[src/rtl/bounce_pkg.sv]
// bounce_pkg
//   Shared types for the bounce counter slice.
//   mode_t : run-time counting mode, encoded to match the 2-bit mode port.
//   dir_t  : travel direction; this is also the state of the direction FSM
//            held in bounce_counter and exposed on its dir output.
package bounce_pkg;

  typedef enum logic [1:0] {
    UP_WRAP   = 2'b00,
    DOWN_WRAP = 2'b01,
    BOUNCE    = 2'b10,
    HOLD      = 2'b11
  } mode_t;

  typedef enum logic {
    UP   = 1'b0,
    DOWN = 1'b1
  } dir_t;

endpackage : bounce_pkg

[src/rtl/bounce_step_calc.sv]
// bounce_step_calc
//   Purely combinational next-state logic for bounce_counter. Given the
//   current count, direction, mode and step it produces the value the
//   register block should take on an enabled, non-loading cycle.
//
//   Parameters : WIDTH, MIN_VAL, MAX_VAL (inclusive bounds)
//   Inputs     : cnt   current registered count
//                dir   current direction (FSM state)
//                mode  counting mode
//                step  step magnitude, 0 is treated as 1
//   Outputs    : cnt_nxt   next count
//                dir_nxt   next direction
//                wrap_evt  a wrap happens on this step (wrap modes only)
//                turn_evt  a bound reversal happens on this step (BOUNCE)
//                oor       cnt lies outside [MIN_VAL, MAX_VAL]
//
//   In HOLD the outputs simply echo the current state. When cnt is out of
//   range (and mode is not HOLD) the outputs describe the recovery move
//   and no event is flagged.
module bounce_step_calc
  import bounce_pkg::*;
#(
  parameter int WIDTH   = 3,
  parameter int MIN_VAL = 1,
  parameter int MAX_VAL = 6
) (
  input  logic [WIDTH-1:0] cnt,
  input  dir_t             dir,
  input  mode_t            mode,
  input  logic [WIDTH-1:0] step,
  output logic [WIDTH-1:0] cnt_nxt,
  output dir_t             dir_nxt,
  output logic             wrap_evt,
  output logic             turn_evt,
  output logic             oor
);

  // One guard bit on every sum and difference: a sum can reach
  // 2*(2**WIDTH-1) and a difference can go negative, and neither may
  // alias back into the legal range.
  localparam int XW = WIDTH + 1;

  localparam logic [XW-1:0]    MIN_X = XW'(MIN_VAL);
  localparam logic [XW-1:0]    MAX_X = XW'(MAX_VAL);
  localparam logic [WIDTH-1:0] MIN_W = WIDTH'(MIN_VAL);
  localparam logic [WIDTH-1:0] MAX_W = WIDTH'(MAX_VAL);

  logic [XW-1:0] cnt_x;
  logic [XW-1:0] step_x;
  logic [XW-1:0] sum_x;
  logic [XW-1:0] diff_x;

  logic above;
  logic below;
  logic up_over;     // cnt+s >  MAX : wraps in UP_WRAP
  logic up_reach;    // cnt+s >= MAX : clamps and turns in BOUNCE
  logic down_under;  // cnt-s <  MIN : wraps in DOWN_WRAP
  logic down_reach;  // cnt-s <= MIN : clamps and turns in BOUNCE

  assign cnt_x  = {1'b0, cnt};
  assign step_x = (step == '0) ? XW'(1) : {1'b0, step};
  assign sum_x  = cnt_x + step_x;
  assign diff_x = cnt_x - step_x;

  assign above = (cnt_x > MAX_X);
  assign below = (cnt_x < MIN_X);
  assign oor   = above | below;

  assign up_over  = (sum_x > MAX_X);
  assign up_reach = (sum_x >= MAX_X);

  // A borrow out of the subtraction sets the guard bit; that alone means
  // the result is below any MIN_VAL >= 0.
  assign down_under = diff_x[WIDTH] | (diff_x < MIN_X);
  assign down_reach = diff_x[WIDTH] | (diff_x <= MIN_X);

  always_comb begin
    cnt_nxt  = cnt;
    dir_nxt  = dir;
    wrap_evt = 1'b0;
    turn_evt = 1'b0;

    if (mode == HOLD) begin
      // Frozen: no motion and no recovery.
      cnt_nxt = cnt;
    end else if (above) begin
      // Recovery from above: park on the top bound heading down.
      cnt_nxt = MAX_W;
      dir_nxt = DOWN;
    end else if (below) begin
      // Recovery from below: park on the bottom bound heading up.
      cnt_nxt = MIN_W;
      dir_nxt = UP;
    end else begin
      case (mode)
        UP_WRAP: begin
          dir_nxt = UP;
          if (up_over) begin
            // Remainder past MAX is discarded, not carried into the wrap.
            cnt_nxt  = MIN_W;
            wrap_evt = 1'b1;
          end else begin
            cnt_nxt = sum_x[WIDTH-1:0];
          end
        end

        DOWN_WRAP: begin
          dir_nxt = DOWN;
          if (down_under) begin
            cnt_nxt  = MAX_W;
            wrap_evt = 1'b1;
          end else begin
            cnt_nxt = diff_x[WIDTH-1:0];
          end
        end

        default: begin
          // BOUNCE keeps whatever direction is current, so entering it
          // from a wrap mode continues the same way.
          if (dir == UP) begin
            if (up_reach) begin
              cnt_nxt  = MAX_W;
              dir_nxt  = DOWN;
              turn_evt = 1'b1;
            end else begin
              cnt_nxt = sum_x[WIDTH-1:0];
            end
          end else begin
            if (down_reach) begin
              cnt_nxt  = MIN_W;
              dir_nxt  = UP;
              turn_evt = 1'b1;
            end else begin
              cnt_nxt = diff_x[WIDTH-1:0];
            end
          end
        end
      endcase
    end
  end

endmodule : bounce_step_calc

[src/rtl/bounce_counter.sv]
// bounce_counter
//   Up/down/bounce counter with programmable inclusive range, step size,
//   run-time mode, synchronous load and out-of-range recovery. This block
//   owns the registers (cnt, direction FSM, wrap/turn pulses); the next
//   value comes from bounce_step_calc.
//
//   Parameters : WIDTH (bits), MIN_VAL, MAX_VAL (inclusive bounds)
//   Ports      : clk       rising-edge clock
//                rst       synchronous, active-high reset
//                en        advance the count this cycle
//                mode      00 UP_WRAP, 01 DOWN_WRAP, 10 BOUNCE, 11 HOLD
//                step      step magnitude (0 acts as 1)
//                load      load load_val into cnt (beats en and recovery)
//                load_val  value to load, any value including out of range
//                cnt       registered count
//                dir       registered direction, 0 UP / 1 DOWN (FSM state)
//                wrap      one-cycle pulse, wrap in a wrap mode
//                turn      one-cycle pulse, reversal at a bound in BOUNCE
//                at_min    cnt == MIN_VAL (combinational)
//                at_max    cnt == MAX_VAL (combinational)
//
//   Control interface: there is no valid/ready handshake. en is a plain
//   per-cycle qualifier that may toggle freely; en high on every cycle
//   gives one step per clock. load is likewise a single-cycle command.
module bounce_counter
  import bounce_pkg::*;
#(
  parameter int WIDTH   = 3,
  parameter int MIN_VAL = 1,
  parameter int MAX_VAL = 6
) (
  input  logic             clk,
  input  logic             rst,
  input  logic             en,
  input  logic [1:0]       mode,
  input  logic [WIDTH-1:0] step,
  input  logic             load,
  input  logic [WIDTH-1:0] load_val,
  output logic [WIDTH-1:0] cnt,
  output logic             dir,
  output logic             wrap,
  output logic             turn,
  output logic             at_min,
  output logic             at_max
);

  // Range legality is checked once at elaboration.
  if (!((MIN_VAL >= 0) && (MIN_VAL < MAX_VAL) &&
        (MAX_VAL <= (2 ** WIDTH) - 1))) begin : g_param_check
    $error("bounce_counter: need 0 <= MIN_VAL < MAX_VAL <= 2**WIDTH-1");
  end

  localparam logic [WIDTH-1:0] MIN_W = WIDTH'(MIN_VAL);
  localparam logic [WIDTH-1:0] MAX_W = WIDTH'(MAX_VAL);

  // Registered state
  logic [WIDTH-1:0] cnt_q;
  dir_t             dir_q;
  logic             wrap_q;
  logic             turn_q;

  // Next state
  logic [WIDTH-1:0] cnt_d;
  dir_t             dir_d;
  logic             wrap_d;
  logic             turn_d;

  // Step calculator results
  logic [WIDTH-1:0] calc_cnt;
  dir_t             calc_dir;
  logic             calc_wrap;
  logic             calc_turn;
  logic             calc_oor;

  mode_t mode_e;
  assign mode_e = mode_t'(mode);

  bounce_step_calc #(
    .WIDTH   (WIDTH),
    .MIN_VAL (MIN_VAL),
    .MAX_VAL (MAX_VAL)
  ) u_step_calc (
    .cnt      (cnt_q),
    .dir      (dir_q),
    .mode     (mode_e),
    .step     (step),
    .cnt_nxt  (calc_cnt),
    .dir_nxt  (calc_dir),
    .wrap_evt (calc_wrap),
    .turn_evt (calc_turn),
    .oor      (calc_oor)
  );

  // Next-state process: load > recovery/step (both via the calculator) >
  // hold. Pulses default low so they can never stretch past one cycle.
  always_comb begin
    cnt_d  = cnt_q;
    dir_d  = dir_q;
    wrap_d = 1'b0;
    turn_d = 1'b0;

    if (load) begin
      // Direction untouched and no pulse on a load.
      cnt_d = load_val;
    end else if (en) begin
      cnt_d  = calc_cnt;
      dir_d  = calc_dir;
      // A recovery cycle is never an event, even if the calculator's
      // event terms were to misfire.
      wrap_d = calc_wrap & ~calc_oor;
      turn_d = calc_turn & ~calc_oor & ~calc_wrap;
    end
  end

  // State register process
  always_ff @(posedge clk) begin
    if (rst) begin
      cnt_q  <= MIN_W;
      dir_q  <= UP;
      wrap_q <= 1'b0;
      turn_q <= 1'b0;
    end else begin
      cnt_q  <= cnt_d;
      dir_q  <= dir_d;
      wrap_q <= wrap_d;
      turn_q <= turn_d;
    end
  end

  assign cnt    = cnt_q;
  assign dir    = dir_q;
  assign wrap   = wrap_q;
  assign turn   = turn_q;
  assign at_min = (cnt_q == MIN_W);
  assign at_max = (cnt_q == MAX_W);

endmodule : bounce_counter

[config.mk]
export PLATFORM = sky130hd
export DESIGN_NAME = bounce_counter
export DESIGN_NICKNAME = d
export VERILOG_FILES = /design/src/rtl/bounce_pkg.sv /design/src/rtl/bounce_step_calc.sv /design/src/rtl/bounce_counter.sv
export SDC_FILE = /design/constraint.sdc
export NUM_CORES = 1
export LEC_CHECK = 0
export ABC_AREA = 1
export CORE_MARGIN = 3
export CORE_UTILIZATION = 24
export DETAILED_ROUTE_END_ITERATION = 8
export GPL_TIMING_DRIVEN = 0
export PLACE_DENSITY = 0.49
export SLEW_MARGIN = 5
export SYNTH_ARGS = -nofsm -noshare
export SYNTH_HDL_FRONTEND = slang
export SYNTH_SLANG_ARGS = --single-unit
[constraint.sdc]
create_clock -name clk -period 2.8 [get_ports clk]
set_input_delay 0.56 -clock clk [delete_from_list [all_inputs] [get_ports clk]]
set_output_delay 0.56 -clock clk [all_outputs]
set_load 0.01 [all_outputs]
# After elaboration in Yosys (flattened, before gate mapping)
# Cells that the tools add are included.
[classes]
n_eq_ne = 5
bitwise_logic = 11
mux = 30
order_cmp = 6
n_reduce_logical = 7
addsub = 2
[op_table]
columns = ["operator", "n"]
rows = [
  ["$mux W3", 11],
  ["$mux W1", 16],
  ["$pmux W3 S2", 1],
  ["$not A1 Y1", 5],
  ["$add A3 B4 Y4", 1],
  ["$ge A4 B3 Y1 const B", 1],
  ["$gt A4 B3 Y1 const B", 1],
  ["$le A4 B1 Y1 const B", 1],
  ["$lt A4 B1 Y1 const B", 1],
  ["$pmux W1 S2", 2],
  ["$sub A3 B4 Y4", 1],
  ["$and A1 B1 Y1", 3],
  ["$eq A3 B1 Y1 const B", 1],
  ["$eq A3 B3 Y1 const B", 1],
  ["$gt A3 B3 Y1 const B", 1],
  ["$logic_not A3 Y1", 1],
  ["$lt A3 B1 Y1 const B", 1],
  ["$or A1 B1 Y1", 3],
  ["$reduce_and A3 Y1", 1],
  ["$reduce_or A3 Y1", 1],
  ["$eq A2 B1 Y1 const B", 1],
  ["$eq A2 B2 Y1 const B", 1],
  ["$logic_not A2 Y1", 1],
  ["$ne A2 B2 Y1 const B", 1],
  ["other kinds (3)", 3],
]
[totals]
word_cells = 65
output_inout_bits = 8
inputBits = 12
register_bits = 6

# Depth between registers and ports, before layout
# Gate-level depths: netlist of the first run.
[depth]
depth_word = 13
mapped_depth = 16
mapped_depth_nobuf = 16

# By module
# From an unflattened synthesis of the first run, not the netlist that was laid out.
[hier_totals]
cells_unflattened = 148
area_unflattened_um2 = 879.6
[modules_own_cells]
columns = ["mod", "cells_per_inst", "n_inst", "seq_area_each_um2", "area_per_inst_um2"]
rows = [
  ["bounce_step_calc", 110, 1, 0.0, 611.8],
  ["bounce_counter", 38, 1, 120.1, 267.8],
]

# Worst setup path before layout of the first run
# OpenSTA, ideal clock, no wires.
[synth_timing]
kind = "input to register"
startpoint = "in step[1]"
endpoint = "reg cnt_q[2] (netlist: cnt[2])"
setup_time_ns = 0.066
setup_slack_ns = 0.562
stages = 14
arrival_time_ns = 2.172
cell_sequence = "o21bai_1 > ha_1 > inv_1 > fa_1 > inv_1 > nand4_1 > nand2_1 > nand2_2 > nand2_1 > nor2_1 > nand2_1 > nand2_1 > nand2_1 > a21oi_2"
[synth_via]
elab_chain_cells = 13
elab_cells_between_ends = 21
classes_between = "2 x add/sub; 4 x order compare; 12 x mux; 2 x bitwise; 1 x reduce/logical"
[synth_lines]
columns = ["item", "line_no", "source"]
rows = [
  ["start, declared", "bounce_counter.sv:36", "input logic [WIDTH-1:0] step,"],
  ["$logic_not A3 Y1", "bounce_step_calc.sv:61", "assign step_x = (step == '0) ? XW'(1) : {1'b0, step};"],
  ["$mux W3 (*)", "bounce_step_calc.sv:61", ""],
  ["$sub A3 B4 Y4", "bounce_step_calc.sv:63", "assign diff_x = cnt_x - step_x;"],
  ["$le A4 B1 Y1", "bounce_step_calc.sv:75", "assign down_reach = diff_x[WIDTH] | (diff_x <= MIN_X);"],
  ["$or A1 B1 Y1", "bounce_step_calc.sv:75", ""],
  ["$mux W3", "bounce_step_calc.sv:129", "if (down_reach) begin"],
  ["$mux W3", "bounce_step_calc.sv:120", "if (dir == UP) begin"],
  ["$pmux W3 S2 (*)", "bounce_step_calc.sv:95", "case (mode)"],
  ["$mux W3 (*)", "bounce_step_calc.sv:90", "end else if (below) begin"],
  ["$mux W3 (*)", "bounce_step_calc.sv:86", "end else if (above) begin"],
  ["$mux W3 (*)", "bounce_step_calc.sv:83", "if (mode == HOLD) begin"],
  ["$mux W3 (*)", "bounce_counter.sv:105", "end else if (en) begin"],
  ["$mux W3 (*)", "bounce_counter.sv:102", "if (load) begin"],
  ["end signal, assigned", "bounce_counter.sv:123", "cnt_q <= cnt_d;"],
  ["end, declared", "bounce_counter.sv:57", "logic [WIDTH-1:0] cnt_q;"],
]
# Mark *: on every way between the ends. The rest lies on a longest branch, timed or not. The select of a mux whose other input is x is not followed.
# A chain may end at the register's enable or synchronous reset.

# Worst setup path after layout of the first run
[layout_timing]
startpoint = "in step[2]"
endpoint = "reg cnt_q[2] (netlist: cnt[2])"
# The elaborated chain is that of the path after synthesis.

==> flow_summary.ini, run 1 <==
[status]
status = complete, no violations

[grt]
antenna_found_initial = 0
grt_max_degree = 9
grtUsageTotal = 0.112
grt_pass1_vias = 885
grt_pass1_wl_um = 3620
gr-total-overflow = 0

[synthesis]
yosys-top-cells-area = nand2_1 23%, dfxtp_1 15%, ha_1 11%
synth_top_flop_cell = dfxtp_1
ys_ff_latch = 6
syn_nets = 158
synth_mux_area_frac = 0
mappedNetlistArea_um2 = 785
yosys.area_share.simple = 0.410
synth_compound_area_frac = 0.148
syn-mean-instance-area_um2 = 5.73
synthArstFlopShare = 0
synthAdderAreaFrac = 0.163
synth_cell_type_count = 23
synth_top_family_by_area = simple AND/OR/NAND/NOR gates
ys.warnings.count = 0
seq_area_frac_synth = 0.153
syn_inst = 137
yosysTopAreaCell = nand2_1
netlist.area_leader.share = 0.230
synth-xor-area-share = 0
synth_edf_count = 0

[hold_path]
worstHoldStart = dir
hp-class = flop to flop
min_to = turn
min_path_cells = 1

[setup_path]
reg2reg_depth = 14
r2r-end = cnt[0]
r2r-start = cnt[0]
rrSetupSlack_ns = 0.67
critical_path_class = input port to flop
path_max_fanout = 3
end_kind = flop
crit_required_ns = 2.99
critPathArrivalTime_ns = 2.81
start_kind = input port

[sta]
rsz0062_at_grt = false
slew_headroom = 0.788
hold_ws_ns = 0.598
setup_tns_ns = 0
final_hold_viol_count = 0
final.min_clock_period_ns = 2.63
worst_slew_pin_slew_ns = 0.318
finalSetupViolations = 0
fin_crit_sh = 0.938
fmax_ghz = 0.381
skew_ns = 0.00705
slew_viol_final = 0

[finish]
syn2layout_area_growth_pct = 33.7
fillCellCount = 353
num-nets-final = 181
diodes = 0
fin_util = 0.341
drive_gt1_frac = 0.0886
final_area_um2 = 1050
seq_area_um2 = 120
multi_input_area_um2 = 572

[power]
finalPower_mw = 0.397
ir_worst_vdd_uv = 160
leakagePower_nw = 0.537
powerDensity_nw_per_um2 = 378

[drt]
drtPass1Iterations = 4
drc = 0
drtAntennaViolNets = 0
vias = 887
wl_per_cell_um = 10.6
totalWireLength_um = 2140
viasPerCell = 4.39
drtIter0Drc = 14

[floorplan]
die_h_um = 63.2
rows = 20
start_util = 0.255
die_width_um = 63.2
io_pins = 20
core_area_um2 = 3080
die_area_um2 = 3990

[placed_design]
place_congestion = 0.869
io_buffer_count = 18
placed_area_um2 = 1020
dp_hpwl_um = 1780

[clocking]
clockBufferDepth = 2
cts_tree = done
htree_levels = 1
clk_pin_slew_worst_paths_ns = 0.05
cts_setup_buffers = 0
cts.sinks = 6
cts-buffers-inserted = 3
clock_latency_ns = 0.25
cts-root-buf = clkbuf_4

[job]
max-cap-violations = 0
[through the flow]
stage	cells	setup WS, ns
2_1_floorplan	137	0.562
3_3_place_gp	199	-0.157
3_5_place_dp	199	-0.168
4_1_cts	202	0.0802
5_1_grt	202	0.0108
6_report	202	0.173
[kinds of logic after synthesis]
| group | count (synthesis) |
|---|---|
| simple gates | 76 |
| fa+ha+maj | 9 |
| buf+inv | 26 |
| flops | 6 |
| compound gates | 20 |
[worst max-delay path by stage]
stage,cells past startpoint,startpoint,endpoint,slack (ns)
after global routing,15,step[2],cnt[2],0.01
after global placement,15,step[1],cnt[2],-0.16
after floorplan,14,step[1],cnt[2],0.56
after CTS,15,step[1],cnt[2],0.08
final,15,step[2],cnt[2],0.17
after detailed placement,15,step[1],cnt[2],-0.17
[critical path, stage by stage]
cell	delay, ns
clkdlybuf4s50_1	0.46
o21bai_2	0.21
ha_2	0.23
inv_1	0.05
fa_1	0.55
inv_1	0.07
nand4_1	0.10
nand2_1	0.08
nand2_2	0.07
nand2_1	0.05
nor2_1	0.09
nand2_1	0.07
nand2_1	0.06
nand2_1	0.06
a21oi_2	0.10
[where the power goes]
part	internal [mW]	switching, mW	total (mW)
Clock	0.0488	0.0355	0.0843
Combinational	0.0874	0.123	0.211
Sequential	0.0915	0.0102	0.102
Total	0.228	0.169	0.397
[Yosys cell counts, types with 2 or more instances]
cell,number
o21ai_0,5
o21ai_2,2
ha_1,7
nor3_1,2
nand2_1,48
nand3_1,5
a21oi_1,9
fa_1,2
nand4_1,3
dfxtp_1,6
inv_1,23
nor2_2,3
nand3b_1,2
nor2_1,11
[layout make-up]
cell class	count	area share
Multi-Input combinational cell	105	0.545
Timing Repair Buffer	18	0.172
Tap cell	44	0.0525
Buffer	2	0.00835
Sequential cell	6	0.115
Clock buffer	3	0.0215
Inverter	24	0.0859
[flip-flops by register name, indices dropped and copies added (netlist names)]
register and count:
dir 1, turn 1, wrap 1, cnt 3
[metal layers]
metal,GRT usage,wire [um],up-vias
met5,0,0,-
met4,0.0485,22,0
met3,0.0214,73,3
met2,0.216,1120,15
met1,0.117,922,396
li1,-,-,473
[timing repair]
| action | 4_1_cts | 5_1_grt |
|---|---|---|
| hold buffers | 0 | 0 |
| endpoints found under the setup margin | 0 | 2 |
| gates resized for setup | 0 | 2 |
[cells in the final DEF, fill, tap and decap left out, drive strengths merged]
master         count
a211oi             1
a21oi             10
buf                1
clkbuf             4
clkdlybuf4s50     18
dfxtp              6
fa                 2
ha                 7
inv               24
nand2             49
nand3              5
nand3b             2
nand4              3
nor2              14
nor3               2
o21ai              8
o21bai             1
or2                1
(Power assumes the default switching activity.)
==> inputs of run 2 (changes only) <==
SLEW_MARGIN = 20   (was 5)
==> results of run 2 <==
The final DEF is identical to that of run 1; final timing and power are the same.
==> inputs of run 3 (changes only) <==
ABC_AREA = not set   (was 1)
PLACE_DENSITY = not set   (was 0.49)
==> run 3 against run 2 <==
  * Worst hold slack improved by 0.11 ns
  * Clock power shrank 6.5%
  * Sequential power up 7%
  * Critical path depth shrank 6
  * Global-route usage is 0.36 points higher
  * Total power is 25% higher
  * Register-to-register slack lost 0.16 ns
  * Non-clock buffer count increased by 6
  * Critical path type unchanged
  * Critical endpoint unchanged
  * Largest cell class unchanged
  * Largest power group unchanged
==> flow_summary.ini, run 3 <==
[finish]
finalNonFillerCells = 172
diodes = 0
final_cell_mix = 17 x clkdlybuf4s50_1, 9 x nand2_1, 7 x nor3_1, 7 x a21oi_1
largest_register_ffs = 3
multi_input_area_um2 = 657
syn2layout_area_growth_pct = 37.0
seq_area_um2 = 120
final_common_cell = clkdlybuf4s50_1
num-nets-final = 151
drive_gt1_frac = 0.125
fillCellCount = 328
fin_util = 0.355

[synthesis]
yosys.area_share.simple = 0.279
netlist_top_cells_count = 9 x nand2_1, 7 x a21oi_1, 7 x ha_1, 7 x nor3_1
mappedNetlistArea_um2 = 811
synth_mux_area_frac = 0
synth_top_family_by_area = compound AO/OA/AOI/OAI gates
synth-xor-area-share = 0.0216
yosysMostFrequentCell = nand2_1
synth_top_flop_cell = dfxtp_1
yosysTopAreaCell = dfxtp_1
syn-mean-instance-area_um2 = 7.72
synth_cell_type_count = 45
syn_inst = 105
syn_nets = 126
yosys-top-cells-area = dfxtp_1 15%, ha_1 11%, fa_1 4.9%
synthArstFlopShare = 0
netlist.area_leader.share = 0.148
synth_edf_count = 0
ys_ff_latch = 6
synthAdderAreaFrac = 0.157
synth_compound_area_frac = 0.327
seq_area_frac_synth = 0.148
ys.warnings.count = 0

[sta]
slew_headroom = 0.649
fmax_ghz = 0.375
rsz0062_at_grt = false
slew_viol_final = 0
finalSetupViolations = 0
hold_ws_ns = 0.704
fin_crit_sh = 0.952
setup_tns_ns = 0
final.min_clock_period_ns = 2.67
worst_slew_pin_slew_ns = 0.523
skew_ns = 0.00131
final_hold_viol_count = 0

[placed_design]
io_buffer_count = 19
dp.cells = 168
place_congestion = 0.841
dp_hpwl_um = 1770

[floorplan]
core_area_um2 = 3130
io_pins = 20
rows = 20
die_width_um = 64.1
die_area_um2 = 4110
die_h_um = 64.1
start_util = 0.259

[drt]
totalWireLength_um = 2230
wl_per_cell_um = 13.0
vias = 852
drtAntennaViolNets = 0
drtPass1Iterations = 4
drtIter0Drc = 45
drc = 0
viasPerCell = 4.95

[hold_path]
min_path_cells = 2
hp-class = flop to flop

[power]
ir_worst_vdd_uv = 103
seqPwrFrac = 0.220
pwr-share-clk = 0.159
swShare = 0.425
powerDensity_nw_per_um2 = 445
p_sw_mw = 0.210
p_comb_frac = 0.621
leakagePower_nw = 0.441
internal-power_mw = 0.284

[setup_path]
start_kind = input port
path_max_fanout = 3
end_kind = flop
critical_path_class = input port to flop
critPathArrivalTime_ns = 2.78
crit_required_ns = 2.91
reg2reg_depth = 6

[clocking]
cts_hold_buf = 0
cts-buffers-inserted = 3
clockBufferDepth = 2
cts_tree = done
cts.sinks = 6
cts-root-buf = clkbuf_4
clock_latency_ns = 0.24
clk_pin_slew_worst_paths_ns = 0.04
htree_levels = 1

[grt]
grtUsageTotal = 0.116
gr-total-overflow = 0
grt_pass1_vias = 876
grt_max_degree = 11
antenna_found_initial = 0
grt_pass1_wl_um = 3880

[job]
max-cap-violations = 0

[status]
status = complete, no violations
## run 3: cell types whose count changed after synthesis, moves of 5 or more
cell,previous run,this run
inv_1,23,6
nor3_1,2,7
nand2_1,48,9
nor2b_1,0,5
nor2_1,11,4
## run 3: through the flow
stage | power (mW) | area, um2 | setup WS, ns
6_report | 0.495 | 1110 | 0.133
5_1_grt | 0.540 | 1110 | 0.0557
4_1_cts | 0.487 | 1090 | 0.0508
3_5_place_dp | 0.402 | 1060 | -0.325
3_3_place_gp | 0.397 | 1060 | -0.304
2_1_floorplan | 0.311 | 811 | 0.357
## run 3: cell type report
| type | instances | share of cell area |
|---|---|---|
| sequential | 6 | 0.108 |
| tap | 44 | 0.0495 |
| clock buffer | 3 | 0.0203 |
| inverter | 6 | 0.0203 |
| timing repair buffer | 20 | 0.182 |
| buffer | 6 | 0.0282 |
| multi-input combinational | 87 | 0.591 |
## run 3: worst paths after layout
check / from / end / slack (ns)
max: step[0] / cnt[2] / 0.13
min: dir / turn / 0.70
max reg2reg: cnt[1] / cnt[2] / 0.51
min reg2reg: dir / turn / 0.70
## run 3: repair_timing
action                                  CTS  global route
endpoints found under the setup margin    2             3
pin swaps                                 1             1
hold endpoints to repair                  0             0
setup buffers                             1             0
gates resized for setup                   3             4
## run 3: power by group through the flow
stage	Clock, mW	Combinational, mW	Sequential, mW
floorplan	0	0.200	0.111
global placement	0	0.287	0.110
detailed placement	0	0.291	0.111
finish	0.0788	0.307	0.109
global route	0.0882	0.341	0.111
CTS	0.0804	0.298	0.109
## run 3: worst max-delay path, stage by stage
cell and delay (ns):
clkdlybuf4s50_1 0.45, o21bai_2 0.12, ha_2 0.22, inv_1 0.06
fa_2 0.37, or4_1 0.47, a211o_1 0.29, a21boi_2 0.14
o22ai_1 0.10
## run 3: routing by layer
layer,part of all wire,global-route usage,wire [um]
met5,0,0,0
met4,0.0094,0.0554,21
met3,0.043,0.00879,95
met2,0.50,0.206,1110
met1,0.45,0.139,1010
## run 3: cells by family after synthesis
| group | Yosys count |
|---|---|
| XOR/XNOR | 2 |
| AO/OA/AOI/OAI | 35 |
| AND/OR/NAND/NOR | 41 |
| adder cells (fa/ha/maj) | 9 |
| flip-flops | 6 |
| buffers and inverters | 12 |
